[src/rtl/spi_reg_bank_if.sv]
// SPI pad bundle between an external controller and spi_reg_bank.
// sclk/copi/ncs come from the controller asynchronously; cipo is returned by the peripheral.
interface spi_reg_bank_if;
   logic sclk;
   logic copi;
   logic ncs;
   logic cipo;

   modport master (output sclk, output copi, output ncs, input cipo);
   modport slave  (input sclk, input copi, input ncs, output cipo);
endinterface

[src/rtl/spi_reg_bank.sv]
// SPI mode-0 write-frame register bank driving the PWM control registers.
// Optional CIPO read-back path is compiled in with `define SPI_READBACK_EN.
module spi_reg_bank #(
   parameter int SYNC_STAGES = 2
) (
   input  logic          clk,
   input  logic          rst_n,
   spi_reg_bank_if.slave spi,
   output logic [7:0]    en_reg_out_7_0,
   output logic [7:0]    en_reg_out_15_8,
   output logic [7:0]    en_reg_pwm_7_0,
   output logic [7:0]    en_reg_pwm_15_8,
   output logic [7:0]    pwm_duty_cycle,
   output logic          wr_strobe
);
   logic [SYNC_STAGES-1:0] sclk_sync_q, copi_sync_q, ncs_sync_q;
   logic                   sclk_prev_q, ncs_prev_q;
   logic                   sclk_s, copi_s, ncs_s;
   logic                   sclk_rise, ncs_fall, ncs_rise, sample, commit;
   logic                   active_q, active_d;
   logic [4:0]             cnt_q, cnt_d;
   logic [15:0]            rx_q, rx_d;
   logic [7:0]             regs_q [5];
   logic [7:0]             regs_d [5];
   logic                   wr_strobe_q, wr_strobe_d;

   // ncs resets low so a frame already running at reset release never shows a falling edge.
   always_ff @(posedge clk or negedge rst_n) begin
      if (!rst_n) begin
         sclk_sync_q <= '0;
         copi_sync_q <= '0;
         ncs_sync_q  <= '0;
         sclk_prev_q <= 1'b0;
         ncs_prev_q  <= 1'b0;
      end else begin
         sclk_sync_q <= {sclk_sync_q[SYNC_STAGES-2:0], spi.sclk};
         copi_sync_q <= {copi_sync_q[SYNC_STAGES-2:0], spi.copi};
         ncs_sync_q  <= {ncs_sync_q[SYNC_STAGES-2:0], spi.ncs};
         sclk_prev_q <= sclk_sync_q[SYNC_STAGES-1];
         ncs_prev_q  <= ncs_sync_q[SYNC_STAGES-1];
      end
   end

   assign sclk_s    = sclk_sync_q[SYNC_STAGES-1];
   assign copi_s    = copi_sync_q[SYNC_STAGES-1];
   assign ncs_s     = ncs_sync_q[SYNC_STAGES-1];
   assign sclk_rise = sclk_s & ~sclk_prev_q;
   assign ncs_fall  = ~ncs_s & ncs_prev_q;
   assign ncs_rise  = ncs_s & ~ncs_prev_q;
   assign sample    = sclk_rise & ~ncs_s & active_q;
   assign commit    = ncs_rise & active_q & (cnt_q == 5'd16) & rx_q[15] & (rx_q[14:8] <= 7'd4);

   always_comb begin
      active_d    = active_q;
      cnt_d       = cnt_q;
      rx_d        = rx_q;
      regs_d      = regs_q;
      wr_strobe_d = 1'b0;
      if (ncs_fall) begin
         active_d = 1'b1;
         cnt_d    = 5'd0;
         rx_d     = 16'h0000;
      end else if (ncs_rise) begin
         active_d = 1'b0;
         if (commit) begin
            for (int i = 0; i < 5; i++) begin
               if (rx_q[10:8] == 3'(i)) regs_d[i] = rx_q[7:0];
            end
            wr_strobe_d = 1'b1;
         end
      end else if (sample) begin
         rx_d = {rx_q[14:0], copi_s};
         // 17 is sticky: any frame longer than 16 bits can never commit.
         if (cnt_q != 5'd17) cnt_d = cnt_q + 5'd1;
      end
   end

   always_ff @(posedge clk or negedge rst_n) begin
      if (!rst_n) begin
         active_q    <= 1'b0;
         cnt_q       <= 5'd0;
         rx_q        <= 16'h0000;
         wr_strobe_q <= 1'b0;
         for (int i = 0; i < 5; i++) regs_q[i] <= 8'h00;
      end else begin
         active_q    <= active_d;
         cnt_q       <= cnt_d;
         rx_q        <= rx_d;
         wr_strobe_q <= wr_strobe_d;
         regs_q      <= regs_d;
      end
   end

`ifdef SPI_READBACK_EN
   logic       sclk_fall;
   logic [6:0] rd_addr;
   logic [7:0] rd_val;
   logic [7:0] tx_q, tx_d;

   assign sclk_fall = ~sclk_s & sclk_prev_q;

   // Load on the 8th sampled bit; shifting starts only after the first data bit has been
   // presented, so the controller sees bit7 on the rising edge that follows the address.
   always_comb begin
      rd_addr = {rx_q[5:0], copi_s};
      rd_val  = 8'h00;
      for (int i = 0; i < 5; i++) begin
         if (rd_addr == 7'(i)) rd_val = regs_q[i];
      end
      tx_d = tx_q;
      if (ncs_s) begin
         tx_d = 8'h00;
      end else if (sample && (cnt_q == 5'd7) && !rx_q[6]) begin
         tx_d = rd_val;
      end else if (sclk_fall && active_q && (cnt_q >= 5'd9)) begin
         tx_d = {tx_q[6:0], 1'b0};
      end
   end

   always_ff @(posedge clk or negedge rst_n) begin
      if (!rst_n) tx_q <= 8'h00;
      else        tx_q <= tx_d;
   end

   assign spi.cipo = tx_q[7] & ~ncs_s;
`else
   assign spi.cipo = 1'b0;
`endif

   assign en_reg_out_7_0  = regs_q[0];
   assign en_reg_out_15_8 = regs_q[1];
   assign en_reg_pwm_7_0  = regs_q[2];
   assign en_reg_pwm_15_8 = regs_q[3];
   assign pwm_duty_cycle  = regs_q[4];
   assign wr_strobe       = wr_strobe_q;
endmodule

[src/flat_wrapper.sv]
// flat-port wrapper written by rule: the top's interface ports become plain ports
module spi_reg_bank_flat 
#(
   parameter int SYNC_STAGES = 2
)
  (clk, rst_n, en_reg_out_7_0, en_reg_out_15_8, en_reg_pwm_7_0, en_reg_pwm_15_8, pwm_duty_cycle, wr_strobe, spi_sclk, spi_copi, spi_ncs, spi_cipo);
  spi_reg_bank_if spi_i ();
  input  logic clk;
  input  logic rst_n;
  output logic [7:0] en_reg_out_7_0;
  output logic [7:0] en_reg_out_15_8;
  output logic [7:0] en_reg_pwm_7_0;
  output logic [7:0] en_reg_pwm_15_8;
  output logic [7:0] pwm_duty_cycle;
  output logic wr_strobe;
  input wire logic [$bits(spi_i.sclk)-1:0] spi_sclk;
  input wire logic [$bits(spi_i.copi)-1:0] spi_copi;
  input wire logic [$bits(spi_i.ncs)-1:0] spi_ncs;
  output wire logic [$bits(spi_i.cipo)-1:0] spi_cipo;
  assign spi_i.sclk = spi_sclk;
  assign spi_i.copi = spi_copi;
  assign spi_i.ncs = spi_ncs;
  assign spi_cipo = spi_i.cipo;
  spi_reg_bank #(.SYNC_STAGES(SYNC_STAGES)) u_core (.clk(clk), .rst_n(rst_n), .spi(spi_i), .en_reg_out_7_0(en_reg_out_7_0), .en_reg_out_15_8(en_reg_out_15_8), .en_reg_pwm_7_0(en_reg_pwm_7_0), .en_reg_pwm_15_8(en_reg_pwm_15_8), .pwm_duty_cycle(pwm_duty_cycle), .wr_strobe(wr_strobe));
endmodule
[config.mk]
export PLATFORM = sky130hd
export DESIGN_NAME = spi_reg_bank_flat
export DESIGN_NICKNAME = d
export VERILOG_FILES = /design/src/rtl/spi_reg_bank_if.sv /design/src/rtl/spi_reg_bank.sv /design/src/flat_wrapper.sv
export SDC_FILE = /design/constraint.sdc
export NUM_CORES = 1
export LEC_CHECK = 0
export CELL_PAD_IN_SITES_DETAIL_PLACEMENT = 0
export CELL_PAD_IN_SITES_GLOBAL_PLACEMENT = 1
export CORE_MARGIN = 3
export CORE_UTILIZATION = 44
export CTS_CLUSTER_DIAMETER = 100
export CTS_CLUSTER_SIZE = 14
export DETAILED_ROUTE_END_ITERATION = 6
export PLACE_DENSITY = 0.83
export SLEW_MARGIN = 5
export SYNTH_ARGS = -nofsm -noshare
export SYNTH_HDL_FRONTEND = slang
export SYNTH_SLANG_ARGS = --single-unit
[constraint.sdc]
create_clock -name clk -period 2.7 [get_ports clk]
set_input_delay 0.405 -clock clk [delete_from_list [all_inputs] [get_ports clk]]
set_output_delay 0.405 -clock clk [all_outputs]
set_load 0.005 [all_outputs]
==> results.md <==
* CP Capture Type: register
* Share of cells above drive strength 1 at 32.5%
* Clock Latency Late Sink at 0.34 ns
* Largest net degree at the start of global routing at 32
* Worst EP arrival at 2.32 ns
* Max layer used: met4
* Worst EP required at just under 3 ns
* Placement row count at 29
* Ys async rst share at between 90% and 100%
* DRC at 0
* Synth cell count leaders: dfrtp_1, mux2_2, nor2b_1
* Final setup TNS at 0 ns
* Warnings from Yosys at 0
* Top post-synthesis cells by area: dfrtp_1, mux2_2, nand4_4
* IO Port Bufs at 45
* Final instance area at 0.00384 sq mm
* Vias in the first global route at approximately 1800
* Die Height at around 90 um
* Status: finished, final reports clean
* RSZ-0062 raised after global routing: no
* CTS tree: built
* Total routed wirelength at 5.68 mm
* CP Max Fanout at 8
* Leakage power at around 0.0018 uW
* Core ar. at approximately 0.0066 sq mm
* Crit path capture: u_core.en_reg_pwm_7_0[3]
* Placed inst area at 0.00363 sq mm
* Syn Inst Count at roughly 210
* EDFF count, synth at 0
* Clock Tree Root: clkbuf_8
* Die area at 0.00802 sq mm
* Synth Flop Type: dfrtp_1
* Routed vias/inst at roughly 5
* Synth top area share at 57.8%
* WL met2 at between 2 and 3 mm
* Leading area contributor after synthesis: dfrtp_1
* Met3 wire len at between 200 and 250 um
* Pre-CTS WS at around 0.60 ns
* Initial antenna violation count at 0
* Seq/Total Area, Yosys at 57.8%
* PD cells at roughly 580 mW/mm^2
* CTS Sinks at between 70 and 80
* Worst setup path startpoint: u_core.cnt_q[1]
* Reg2reg end: u_core.en_reg_pwm_7_0[3]
* Most numerous cell in the Yosys netlist: dfrtp_1
* Post-DP HPWL at 3.77 mm
* Syn_nets at 220
* CTS buffer count at 9
* Fin Clk Skew at about 0.015 ns
* Hold WS at roughly 0.35 ns
* Tot GR Track Use at 16.0%
* Post-cts gate resize count at 0
* Final Max Tran Viols at 0
* Relative slew slack at a little under half
* Syn Area/Cell at roughly 15 sq um
* Initial Utilization at between 40 and 50%
* Global route total overflow at 0
* Antenna-violating nets left at 0
* Area added between synthesis and finish at 24.8%
* Routed WL per cell at 15.7 um
* Via count at between 1500 and 2000
* Crit Path Class: register to register
* Fin crit period at approximately 2.1 ns
* H-tree levels at 3
* Final #Nets at roughly 270
* Drt pass-1 iters at 4
* CTS clk-pin slew, worst paths at approximately 0.08 ns
* Fmax at 476 MHz
* Worst setup SP type: register
* Hold crit path type: register to register
* Reg-to-reg slack, setup at 0.60 ns
* Width of the chip at between 80 and 90 um
* Gpl congestion at about 0.79
* Diodes inserted at 0
* Worst VDD drop at 300 uV
* Ports at between 40 and 50
* Synth Register Bits at a little over 70
* Tcrit/Tclk final at roughly 80%
* Fin worst setup slack at approximately 0.6 ns
* Setup violations, final at 0
* Max_cap viols at 0
* Reg2Reg Launch Point: u_core.cnt_q[1]
* Reg2reg path depth at 5
* Mapped Area at 0.00307 sq mm
* Max clock buf depth at 2
* Worst-margin pin slew at roughly 0.77 ns
* Routed length on met1 at 2.71 mm
* First-pass GRT wire length at roughly 9.4 mm
* 1st-iter DRT viols at 89
* Synth cell types at 35
* Final Hold Viols at 0
[how the worst min path moves through the flow]
stage                     startpoint                     to  slack (ns)  depth (start not counted)
4_1_cts        u_core.copi_sync_q[0]  u_core.copi_sync_q[1]        0.35                          0
6_report       u_core.copi_sync_q[0]  u_core.copi_sync_q[1]        0.35                          0
2_1_floorplan                  rst_n        u_core.active_q        0.11                          0
5_1_grt        u_core.copi_sync_q[0]  u_core.copi_sync_q[1]        0.35                          0
3_5_place_dp   u_core.copi_sync_q[0]  u_core.copi_sync_q[1]        0.33                          0
3_3_place_gp   u_core.copi_sync_q[0]  u_core.copi_sync_q[1]        0.33                          0
[where the power goes]
part / switching (uW) / internal, uW / total (uW) / leakage [uW]
logic: 113 / 97.9 / 211 / 0.000747
registers: 75.7 / 1110 / 1190 / 0.000966
clock network: 408 / 432 / 840 / 0.0000968
total: 598 / 1640 / 2240 / 0.00181
[worst max-delay path: stages, from the launching register on]
cell and delay (ns):
dfrtp_1 0.42, inv_1 0.11, ha_1 0.16, nor4b_4 0.59, nand4_4 0.34, mux2_2 0.35
[layer usage]
layer,GRT usage [%],vias to the layer above
li1,-,858
met1,22.5,924
met2,23.1,43
met3,4.93,11
met4,6.50,0
met5,0,-
[stage by stage]
step	power, uW	utilization [%]	instances
after floorplan	1350	-	209
after CTS	2270	58.4	361
after global placement	1420	55.3	344
after global routing	2360	58.4	361
final	2240	58.4	361
after detailed placement	1420	55.3	344
[layout by cell type, fill, tap and decap left out, drive strengths merged, types with 2 or more instances in the layout]
| cell type | n |
|---|---|
| a211o | 2 |
| and4 | 2 |
| buf | 6 |
| clkbuf | 10 |
| clkdlybuf4s50 | 44 |
| clkinv | 3 |
| dfrtp | 71 |
| ha | 6 |
| inv | 7 |
| mux2 | 56 |
| nand2 | 5 |
| nand3 | 2 |
| nand4 | 6 |
| nand4bb | 2 |
| nor2b | 16 |
| nor3 | 2 |
| nor3b | 3 |
| nor4b | 2 |
| o211ai | 5 |
| o21ai | 2 |
| or3 | 2 |
[state kept, by name, summed over array words and instances, names as in the netlist, 2 cells and up]
signal                  cells
u_core.rx_q                16
u_core.en_reg_out_15_8      8
u_core.en_reg_out_7_0       8
u_core.en_reg_pwm_15_8      8
u_core.en_reg_pwm_7_0       8
u_core.pwm_duty_cycle       8
u_core.cnt_q                5
u_core.copi_sync_q          2
u_core.ncs_sync_q           2
u_core.sclk_sync_q          2
[final cells by class]
type / count / area [sq um]
Sequential cell: 71 / 1780
Multi-Input combinational cell: 124 / 1230
Clock inverter: 6 / 68.8
Timing Repair Buffer: 51 / 493
Fill cell: 546 / 2730
Tap cell: 93 / 116
Clock buffer: 10 / 128
Inverter: 6 / 22.5
[kinds of logic (layout without fill, tap and decap cells)]
logic type                 after synthesis  in the layout  synth area share [%]
and+or+nand+nor                         47             47                  13.5
other                                    1              1                 0.122
adders and majority gates                6              6                  2.44
DFF                                     71             71                  57.8
muxes                                   56             56                  20.5
buffers and inverters                   14             73                  2.12
AOI/OAI and AO/OA                       14             14                  3.50
[repair_timing]
action                                 4_1_cts  5_1_grt
buffers inserted                             0        0
hold buffers                                 1        0
endpoints found under the hold margin       15        0
Note: power is estimated with default switching activity, not from simulation.
